### src/rtl/pattern_decoder_pkg.sv
// Shared definitions for the pattern decoder request path: tag names,
// default widths/credit depth and a ceiling-log2 helper.
package pattern_decoder_pkg;

  // Ceiling log2; returns 0 for values of 0 or 1.
  function automatic int log2(input int value);
    int r;
    r = 0;
    for (int i = 0; i < 31; i++) begin
      if ((1 << i) < value) r = i + 1;
    end
    return r;
  endfunction

  localparam int TAG_COUNT_DEFAULT = 4;
  localparam int TAG_WIDTH_DEFAULT = log2(TAG_COUNT_DEFAULT);
  localparam int CREDITS_DEFAULT   = 4;

  // Request stream identifiers; the value is the tag carried on the port.
  typedef enum logic [TAG_WIDTH_DEFAULT-1:0] {
    TAG_HEADER   = 2'd0,
    TAG_CODES    = 2'd1,
    TAG_HUFFMAN  = 2'd2,
    TAG_ARGUMENT = 2'd3
  } tag_e;

endpackage

### src/rtl/pattern_request_scheduler_rr_arbiter.sv
// Round-robin arbiter: grants the first requester found after ptr,
// wrapping around, as a one-hot vector. Purely combinational.
module rr_arbiter
  import pattern_decoder_pkg::*;
#(
  parameter int N  = 2,
  parameter int PW = (N > 1) ? log2(N) : 1
) (
  input  logic [N-1:0]  request,
  input  logic [PW-1:0] ptr,
  output logic [N-1:0]  grant
);

  // Scan offsets 1..N from the pointer and take the first active request.
  always_comb begin
    logic found;
    grant = '0;
    found = 1'b0;
    for (int k = 1; k <= N; k++) begin
      for (int j = 0; j < N; j++) begin
        if (!found && request[j] && (j == ((int'(ptr) + k) % N))) begin
          grant[j] = 1'b1;
          found    = 1'b1;
        end
      end
    end
  end

endmodule

### src/rtl/pattern_request_scheduler.sv
// Shares one tagged memory request port among the decoder's request
// streams. Per-tag credits protect the return FIFOs, per-tag and total
// in-flight counters bound outstanding traffic, and a one-entry output
// register holds the request until the memory accepts it.
module pattern_request_scheduler
  import pattern_decoder_pkg::*;
#(
  parameter int ADDR_WIDTH      = 48,
  parameter int TAG_COUNT       = 4,
  parameter int TAG_WIDTH       = log2(TAG_COUNT),
  parameter int CREDITS         = CREDITS_DEFAULT,
  parameter int PRIORITY_TAGS   = 2,
  parameter int MAX_OUTSTANDING = 64
) (
  input  logic                            clk,
  input  logic                            rst,
  input  logic [TAG_COUNT-1:0]            ch_valid,
  input  logic [TAG_COUNT*ADDR_WIDTH-1:0] ch_addr,
  output logic [TAG_COUNT-1:0]            ch_ready,
  input  logic [TAG_COUNT-1:0]            credit_return,
  input  logic                            push,
  input  logic [TAG_WIDTH-1:0]            push_tag,
  output logic                            req,
  output logic [TAG_WIDTH-1:0]            req_tag,
  output logic [ADDR_WIDTH-1:0]           req_addr,
  input  logic                            req_stall,
  output logic                            idle,
  output logic                            err
);

  localparam int CW    = log2(CREDITS) + 1;
  localparam int OW    = log2(MAX_OUTSTANDING) + 1;
  localparam int RR_N  = TAG_COUNT - PRIORITY_TAGS;
  localparam int RR_PW = (RR_N > 1) ? log2(RR_N) : 1;

  logic                  req_reg;
  logic [TAG_WIDTH-1:0]  req_tag_reg;
  logic [ADDR_WIDTH-1:0] req_addr_reg;
  logic [TAG_WIDTH-1:0]  rr_ptr_reg;
  logic [OW-1:0]         total_reg;
  logic                  err_reg;

  logic                     load;
  logic                     accept;
  logic                     cap_ok;
  logic [OW:0]              inflight;
  logic [TAG_COUNT-1:0]     credit_nz;
  logic [TAG_COUNT-1:0]     eligible;
  logic [PRIORITY_TAGS-1:0] prio_grant;
  logic [RR_N-1:0]          rr_grant;
  logic [RR_PW-1:0]         rr_ptr_local;
  logic [TAG_COUNT-1:0]     grant;
  logic [TAG_WIDTH-1:0]     grant_tag;
  logic [ADDR_WIDTH-1:0]    grant_addr;
  logic                     rr_used;
  logic [TAG_COUNT-1:0]     credit_overflow;
  logic [TAG_COUNT-1:0]     push_bad;
  logic                     legal_push;

  // The output register is free when empty or being drained this cycle.
  assign accept = req_reg && !req_stall;
  assign load   = !req_reg || !req_stall;

  // The held request counts against the global cap before it is accepted.
  assign inflight = {1'b0, total_reg} + (OW+1)'(req_reg);
  assign cap_ok   = inflight < (OW+1)'(MAX_OUTSTANDING);

  genvar gi;
  generate
    for (gi = 0; gi < TAG_COUNT; gi++) begin : g_elig
      assign eligible[gi] = ch_valid[gi] && credit_nz[gi] && cap_ok;
    end
  endgenerate

  // Fixed priority: lowest eligible index among the priority tags.
  always_comb begin
    logic found;
    prio_grant = '0;
    found      = 1'b0;
    for (int i = 0; i < PRIORITY_TAGS; i++) begin
      if (!found && eligible[i]) begin
        prio_grant[i] = 1'b1;
        found         = 1'b1;
      end
    end
  end

  // rr_ptr holds a global tag index that is always in the round-robin range.
  assign rr_ptr_local = RR_PW'(rr_ptr_reg - TAG_WIDTH'(PRIORITY_TAGS));

  rr_arbiter #(
    .N  (RR_N),
    .PW (RR_PW)
  ) u_rr_arbiter (
    .request (eligible[TAG_COUNT-1:PRIORITY_TAGS]),
    .ptr     (rr_ptr_local),
    .grant   (rr_grant)
  );

  // Final one-hot grant; suppressed outside load cycles and while in reset.
  always_comb begin
    grant = '0;
    if (rst && load) begin
      if (|prio_grant) grant = {{RR_N{1'b0}}, prio_grant};
      else             grant = {rr_grant, {PRIORITY_TAGS{1'b0}}};
    end
  end

  assign rr_used  = rst && load && !(|prio_grant) && (|rr_grant);
  assign ch_ready = grant;

  // Encode the granted tag and select its address slice.
  always_comb begin
    grant_tag  = '0;
    grant_addr = '0;
    for (int i = 0; i < TAG_COUNT; i++) begin
      if (grant[i]) begin
        grant_tag  = TAG_WIDTH'(i);
        grant_addr = ch_addr[i*ADDR_WIDTH +: ADDR_WIDTH];
      end
    end
  end

  generate
    for (gi = 0; gi < TAG_COUNT; gi++) begin : g_tag
      logic [CW-1:0] credit_reg;
      logic [OW-1:0] out_reg;
      logic          take;
      logic          give;
      logic          acc_hit;
      logic          push_hit;

      assign take     = grant[gi];
      assign give     = credit_return[gi];
      assign acc_hit  = accept && (req_tag_reg == TAG_WIDTH'(gi));
      assign push_hit = push && (push_tag == TAG_WIDTH'(gi));

      assign credit_nz[gi]       = (credit_reg != '0);
      assign credit_overflow[gi] = give && !take && (credit_reg == CW'(CREDITS));
      assign push_bad[gi]        = push_hit && !acc_hit && (out_reg == '0);

      // Credit counter: grant consumes, credit_return refunds, never past CREDITS.
      always_ff @(posedge clk or negedge rst) begin
        if (!rst) begin
          credit_reg <= CW'(CREDITS);
        end else if (give && !take) begin
          if (credit_reg != CW'(CREDITS)) credit_reg <= credit_reg + 1'b1;
        end else if (take && !give) begin
          credit_reg <= credit_reg - 1'b1;
        end
      end

      // Per-tag in-flight count: acceptance adds, a response removes.
      always_ff @(posedge clk or negedge rst) begin
        if (!rst) begin
          out_reg <= '0;
        end else if (acc_hit && !push_hit) begin
          if (out_reg != OW'(MAX_OUTSTANDING)) out_reg <= out_reg + 1'b1;
        end else if (push_hit && !acc_hit && (out_reg != '0)) begin
          out_reg <= out_reg - 1'b1;
        end
      end
    end
  endgenerate

  assign legal_push = push && !(|push_bad);

  // Global in-flight count; a response to an empty tag is ignored.
  always_ff @(posedge clk or negedge rst) begin
    if (!rst) begin
      total_reg <= '0;
    end else if (accept && !legal_push) begin
      if (total_reg != OW'(MAX_OUTSTANDING)) total_reg <= total_reg + 1'b1;
    end else if (legal_push && !accept && (total_reg != '0)) begin
      total_reg <= total_reg - 1'b1;
    end
  end

  // Output stage: load a new grant (or empty) whenever the stage is free.
  always_ff @(posedge clk or negedge rst) begin
    if (!rst) begin
      req_reg      <= 1'b0;
      req_tag_reg  <= '0;
      req_addr_reg <= '0;
    end else if (load) begin
      req_reg <= |grant;
      if (|grant) begin
        req_tag_reg  <= grant_tag;
        req_addr_reg <= grant_addr;
      end
    end
  end

  // Round-robin pointer follows the last round-robin winner only.
  always_ff @(posedge clk or negedge rst) begin
    if (!rst)         rr_ptr_reg <= TAG_WIDTH'(TAG_COUNT - 1);
    else if (rr_used) rr_ptr_reg <= grant_tag;
  end

  // Sticky protocol error: credit overflow or response with nothing in flight.
  always_ff @(posedge clk or negedge rst) begin
    if (!rst) err_reg <= 1'b0;
    else      err_reg <= err_reg | (|credit_overflow) | (|push_bad);
  end

  assign req      = req_reg;
  assign req_tag  = req_tag_reg;
  assign req_addr = req_addr_reg;
  assign idle     = !req_reg && (total_reg == '0);
  assign err      = err_reg;

endmodule
### config.mk
export PLATFORM = sky130hd
export DESIGN_NAME = pattern_request_scheduler
export DESIGN_NICKNAME = d
export VERILOG_FILES = /design/src/rtl/pattern_decoder_pkg.sv /design/src/rtl/pattern_request_scheduler_rr_arbiter.sv /design/src/rtl/pattern_request_scheduler.sv
export SDC_FILE = /design/constraint.sdc
export NUM_CORES = 1
export LEC_CHECK = 0
export BUFFER_PORTS_ARGS = -buffer_cell sky130_fd_sc_hd__buf_2
export CORE_ASPECT_RATIO = 1.4
export CORE_UTILIZATION = 49
export CTS_CLUSTER_SIZE = 10
export DETAILED_ROUTE_END_ITERATION = 8
export GPL_TIMING_DRIVEN = 0
export PLACE_DENSITY = 0.91
export SLEW_MARGIN = 20
export SYNTH_ARGS = -nofsm -noshare
export SYNTH_HDL_FRONTEND = slang
export SYNTH_SLANG_ARGS = --single-unit
### constraint.sdc
create_clock -name clk -period 3.6 [get_ports clk]
set_input_delay 0.18 -clock clk [delete_from_list [all_inputs] [get_ports clk]]
set_output_delay 0.18 -clock clk [all_outputs]
set_load 0.02 [all_outputs]
### After elaboration in Yosys (flattened, before gate mapping)

Cells that the tools add are included.

* register bits: 100
* bits in latches: 0
* memory bits (writable): 0
* memory bits (read-only): 0
* bits of input ports: 206
* output and inout port bits: 57
* logic and storage cells: 245
* memories: 0

* $add $sub $neg: 22
* multipliers: 0
* divide/modulo/power cells: 0
* $lt $le $gt $ge: 1
* equality and inequality tests: 30
* shift-type cells: 0
* muxes and demuxes: 44
* bitwise operators: 4
* reduce and logical (&&, ||, !) cells: 130

Operator list (number)
* 2-to-1 mux 48 bit: 4
* 2-to-1 mux 7 bit: 15
* logical NOT 32 bit: 2
* logical AND 1 bit: 61
* 2-to-1 mux 3 bit: 12
* adder 7 x 1 -> 7 bit (second input constant): 5
* logical NOT 7 bit: 5
* inequality test 7 bit (second input constant): 5
* nonzero test 7 bit: 5
* subtractor 7 x 1 -> 7 bit (second input constant): 5
* logical NOT 1 bit: 26
* AND reduction 2 bit: 10
* inequality test 2 x 1 -> 1 bit (second input constant): 9
* nonzero test 2 bit: 9
* adder 3 x 1 -> 3 bit (second input constant): 4
* equality test 3 bit (second input constant): 4
* inequality test 3 bit (second input constant): 4
* nonzero test 3 bit: 4
* OR reduction 4 bit: 3
* subtractor 3 x 1 -> 3 bit (second input constant): 4
* 2-to-1 mux 1 bit: 9
* adder 7 x 1 -> 8 bit: 1
* equality test 2 bit (second input constant): 4
* less-than comparator 8 x 7 -> 1 bit (second input constant): 1
* 11 further kinds: 20

### Depth between registers and ports, before layout

* word-level depth: 26
* gate-level depth with buffers: 12
* gate-level depth less buffers: 12

### Modules after synthesis

A second synthesis with hierarchy kept.

* cell total of the unflattened synthesis: 739
* area total of the unflattened synthesis: 6573.8 sq um

Modules (own cells, without submodules)
* pattern_request_scheduler: times used 1, cells each 736, area an instance 6555.0 sq um, sequential area each 2508.7 sq um
* rr_arbiter: times used 1, cells each 3, area an instance 18.8 sq um, sequential area each 0.0 sq um

### Worst setup path after synthesis

OpenSTA, ideal clock, no wires.

* path type: reg-to-reg
* start point: register req_tag_reg[1] (netlist: req_tag[1])
* end point: register total_reg[5]
* library setup time: 0.125 ns
* arrival: 3.279 ns
* required time: 3.475 ns
* path slack: 0.195 ns
* cell stages (with the launch flop): 13
* path buffers: 0
* period minus slack after synthesis: 3.405 ns
* cells stage by stage: dfrtp_1 -> nor4b_1 -> nor2_1 -> a22o_1 -> or2_2 -> o21ai_0 -> ha_1 -> a21o_1 -> a21oi_1 -> o21bai_1 -> a21oi_1 -> xnor2_1 -> mux2_4

* cells in the longest elaborated chain, start to end: 12
* elaborated cells on any way between the ends: 31
* classes of those cells: eq/ne (4); mux (1); reduce/logical (26)

RTL lines
* start: declaration: line pattern_request_scheduler.sv:37 `logic [TAG_WIDTH-1:0] req_tag_reg;`
* start signal: assignment: line pattern_request_scheduler.sv:188 `req_tag_reg <= grant_tag;`
* equality test 2 x 1 -> 1 bit, or another cell as far along: line pattern_request_scheduler.sv:135 `assign acc_hit = accept && (req_tag_reg == TAG_WIDTH'(gi));`
* logical AND 1 bit: line pattern_request_scheduler.sv:135
* logical NOT 1 bit: line pattern_request_scheduler.sv:140 `assign push_bad[gi] = push_hit && !acc_hit && (out_reg == '0);`
* logical AND 1 bit (2 in a row): line pattern_request_scheduler.sv:140
* OR reduction 4 bit *: line pattern_request_scheduler.sv:166 `assign legal_push = push && !(|push_bad);`
* logical NOT 1 bit *: line pattern_request_scheduler.sv:166
* logical AND 1 bit *: line pattern_request_scheduler.sv:166
* logical NOT 1 bit or logical AND 1 bit (tied branches): line pattern_request_scheduler.sv:172, pattern_request_scheduler.sv:174
* logical AND 1 bit (on tied branches): line pattern_request_scheduler.sv:172, pattern_request_scheduler.sv:174
* inequality test 2 x 1 -> 1 bit (no line) or nonzero test 2 bit (tied branches)
* AND reduction 2 bit (no line)
* end signal: assignment: line pattern_request_scheduler.sv:173 `if (total_reg != OW'(MAX_OUTSTANDING)) total_reg <= total_reg + 1'b1;`
* end signal: assignment: line pattern_request_scheduler.sv:175 `total_reg <= total_reg - 1'b1;`
* end: declaration: line pattern_request_scheduler.sv:40 `logic [OW-1:0] total_reg;`

Every way passes the cells marked *; elsewhere a longest branch is shown, timed or not.
A chain may end at the register's enable or synchronous reset.

### Worst setup path in the final report

* start point: input port rst
* end point: output port ch_ready[1]

* cells in the longest elaborated chain, start to end: 2

RTL lines
* start: declaration: line pattern_request_scheduler.sv:16 `input logic rst,`
* logical AND 1 bit: line pattern_request_scheduler.sv:103 `if (rst && load) begin`
* 2-to-1 mux 4 bit: line pattern_request_scheduler.sv:103
* end: declaration: line pattern_request_scheduler.sv:19 `output logic [TAG_COUNT-1:0] ch_ready,`

No other way between the ends.

==> results.txt <==
----------------------------------------------------
[Placed design]
  Placed cell count ... 1086
  Routability-driven placement congestion ratio ... 0.973
  Worst setup slack before clock tree synthesis ... -0.248 ns
  Area of placed instances ... 8040 µm²
  Total half-perimeter wirelength after legalization and detailed placement ... 16500 µm
  Port Buffer Count ... 262

[Hold path]
  Hold/Removal Path Class ... in2reg

[STA]
  Final-layout worst hold slack ... 0.0471 ns
  Headroom to the max-slew limit ... 35.1%
  Final Hold Viols ... 0
  Setup TNS Final ... 0 ns
  Slew of the pin with the lowest slew margin ... 0.968 ns
  Post-route fraction of the period consumed by the critical path ... 97.6%
  Worst setup slack after layout ... 0.0880 ns
  Count of final setup violators ... 0
  Setup repair after global routing missed its margin ... true
  Achievable frequency ... 0.285 GHz
  Post-Route Skew ... 0.0129 ns
  Final max-slew violation count ... 0
  Crit path time final ... 3.51 ns

[Clock network]
  Clock Pin Slew Worst Setup and Hold Paths ... 0.08 ns
  Clock root buffer ... clkbuf_16
  Clock tree from TritonCTS ... built
  Number of buffers added by the clock tree synthesis step ... 9
  Clock network latency to the later pin of the worst-skew pair ... 0.36 ns
  TritonCTS sink count ... 100
  Number of levels in the clock H-tree ... 3
  Clock Path Buffers ... 2

[Global routing]
  First-pass GRT wire length ... 33600 µm
  Final global-route overflow total ... 0
  Number of antenna violations at the first check in global routing ... 3
  Maximum number of pins on one net before global-route repair ... 70
  Vias in the first global route ... 6800
  Total track usage ... 31.2%

[Worst setup path]
  Data arrival time at the worst-slack endpoint ... 3.33 ns
  Cell with the biggest individual delay on the critical path ... nor3_2
  Delay of the slowest critical-path stage ... 0.87 ns
  Startpoint types ... input port
  Kind of critical path ... in2out
  Required time of the critical path ... 3.42 ns
  Cell type group with the largest total delay on the critical path ... buffers and inverters
  Sequence of cells on the critical path ... dlygate4sd3_1, buf_6, buf_16, o2111ai_2, nor3_2, clkbuf_1, buf_2
  Worst-path maximum fanout ... 69
  Type of destination of the critical path ... output port
  Total buffers and inverters traversed by the critical path ... 5

[Layout]
  Area of all placed cells without fillers ... 8390 µm²
  Area Overhead vs Synth ... 29.0%
  Final nets ... 1186
  Flip-flop count of the largest register after layout ... 48
  Final Util ... 65.2%
  Cell Count, Final, Fillers Out ... 1105
  Share of post-route cells with drive strength above 1 ... 34.7%

[Die]
  Count of boundary I/O pins ... 263
  Starting density of the core ... 50.5%
  Area of the core ... 12900 µm²
  Die footprint ... 13700 µm²
  Die extent in y ... 138 µm
  Die width ... 99.4 µm
  Site row count ... 49

[Status]
  Result of the run ... complete, no violations

[Yosys]
  Xor and xnor area share after synthesis ... 3.91%
  Netlist Area Pre-Place ... 6500 µm²
  Sequential element share of the synthesized area ... 38.6%
  Unique cell type count in the Yosys netlist ... 61
  Share of synthesized flip-flops with an asynchronous set or reset ... 100%
  Post-Syn Area per Cell ... 9.71 µm²
  Primary FF master, synth ... dfrtp_1
  Fraction of the mapped netlist area in simple logic gates ... 9.49%
  Syn_nets ... 910
  Gate count of the mapped netlist ... 670
  Count of flip-flops with a built-in enable after synthesis ... 0
  Adder and majority gate portion of the synthesized area ... 7.58%
  Share of synthesized area spent on multiplexers ... 3.31%
  Synth Register Bits ... 100
  Warning count from the yosys run ... 0
  Main combinational cell family by area after synthesis ... compound AO/OA/AOI/OAI gates
  Synth Area in Compound Gates ... 33.5%

[Route]
  Total wire length after detailed routing ... 21700 µm
  Number of vias after detailed routing ... 6972
  Pre-antenna DRT Iters ... 7
  DRC ... 0
  Number of DRC markers in iteration 0 ... 545
  Routed length per instance ... 19.7 µm
  Average vias per placed instance ... 6.31
  Post-route antenna net violation count ... 0

[Power and ir drop]
  PwrDens ... 841 nW/µm²
  Post-layout total power ... 7.05 mW
  Leak Pwr ... 4.08 nW
  Largest voltage drop on the vdd net ... 0.411 mV

[Run]
  Max-cap violation count ... 0

----------------------------------------------------
[worst register-to-register path, stage by stage, from the launching register on]
cell and delay (ns):
dfrtp_1 0.44, or4_4 0.57, or4_4 0.51, o31ai_4 0.09, or2_2 0.21, o21ai_2 0.13
ha_1 0.37, a21oi_1 0.08, nor2_1 0.12, o21ai_0 0.10, a21oi_1 0.22, mux2i_1 0.33
xnor2_1 0.16
[final timing paths]
path | from | to | slack [ns] | cells past startpoint
worst max-delay path | rst | ch_ready[1] | 0.09 | 7
worst min-delay path | ch_addr[177] | req_addr[33] | 0.05 | 2
worst max register to register | g_tag[1].out_reg[1] | total_reg[6] | 0.18 | 12
worst min register to register | req_addr[43] | req_addr[43] | 0.47 | 1
max in group asynchronous | rst | g_tag[3].credit_reg[2] | 2.87 | 3
min in group asynchronous | rst | req_addr[45] | 0.34 | 3
[kinds of logic after synthesis]
group	count (synthesis)
xor gates and xnor gates	29
AOI/OAI and AO/OA	316
and+or+nand+nor	113
adders and majority gates	34
buffers and inverters	60
muxes	18
DFF	100
[cells in the final DEF (no fill, tap or decap), types with 6 or more instances in the layout]
| master | instances |
|---|---|
| a21o_1 | 40 |
| a21oi_1 | 80 |
| a221o_1 | 15 |
| a221oi_1 | 17 |
| a222oi_1 | 33 |
| buf_2 | 269 |
| clkbuf_1 | 31 |
| clkbuf_16 | 9 |
| dfrtp_1 | 95 |
| fa_1 | 9 |
| ha_1 | 25 |
| inv_1 | 18 |
| mux2_2 | 8 |
| nand2_1 | 28 |
| nand3_1 | 7 |
| nor2_1 | 26 |
| nor2b_1 | 6 |
| nor3_1 | 8 |
| nor4_1 | 6 |
| o21ai_0 | 55 |
| o21bai_1 | 7 |
| o22ai_1 | 35 |
| xnor2_1 | 19 |
| xor2_1 | 10 |
[layer usage]
| metal | GRT usage, % | vias up | wire length, µm |
|---|---|---|---|
| met3 | 7.79 | 64 | 2040 |
| met2 | 52.0 | 419 | 10800 |
| li1 | - | 3201 | - |
| met1 | 37.9 | 3284 | 8120 |
| met5 | 0 | - | 30 |
| met4 | 13.5 | 4 | 748 |
[layout make-up]
type	count	area [µm²]
multi-input cells	510	3770
fillers	1047	4480
diodes	1	2.50
clock inverters	7	81.3
inverters	20	75.1
repair buffers	265	1380
well taps	153	191
flip-flops and latches	100	2510
clock buffers	9	225
plain buffers	40	164
[synth_stat cells, types with 8 or more instances]
master / instances / area, µm²
a21o_1: 40 / 300
fa_1: 9 / 180
nor3_1: 8 / 40.0
o21ai_0: 56 / 280
ha_1: 25 / 313
xnor2_1: 19 / 166
buf_2: 8 / 40.0
a221oi_1: 17 / 149
mux2_2: 8 / 90.1
clkbuf_1: 31 / 116
a222oi_1: 33 / 330
nor2_1: 26 / 97.6
nand2_1: 28 / 105
a221o_1: 15 / 150
dfrtp_1: 95 / 2380
o22ai_1: 35 / 219
a21oi_1: 80 / 400
xor2_1: 10 / 87.6
inv_1: 18 / 67.6
[power breakdown]
part	total (mW)	switching, mW	internal (mW)
registers	2.27	0.565	1.71
logic	3.75	2.08	1.67
clock network	1.03	0.477	0.551
[timing repair]
action | in CTS | in global routing
buffers inserted | 0 | 0
endpoints found under the setup margin | 3 | 4
hold buffers | 2 | 0
gates cloned | 0 | 0
endpoints found under the hold margin | 33 | 0
gates resized for setup | 2 | 2
(Power assumes the default switching activity.)
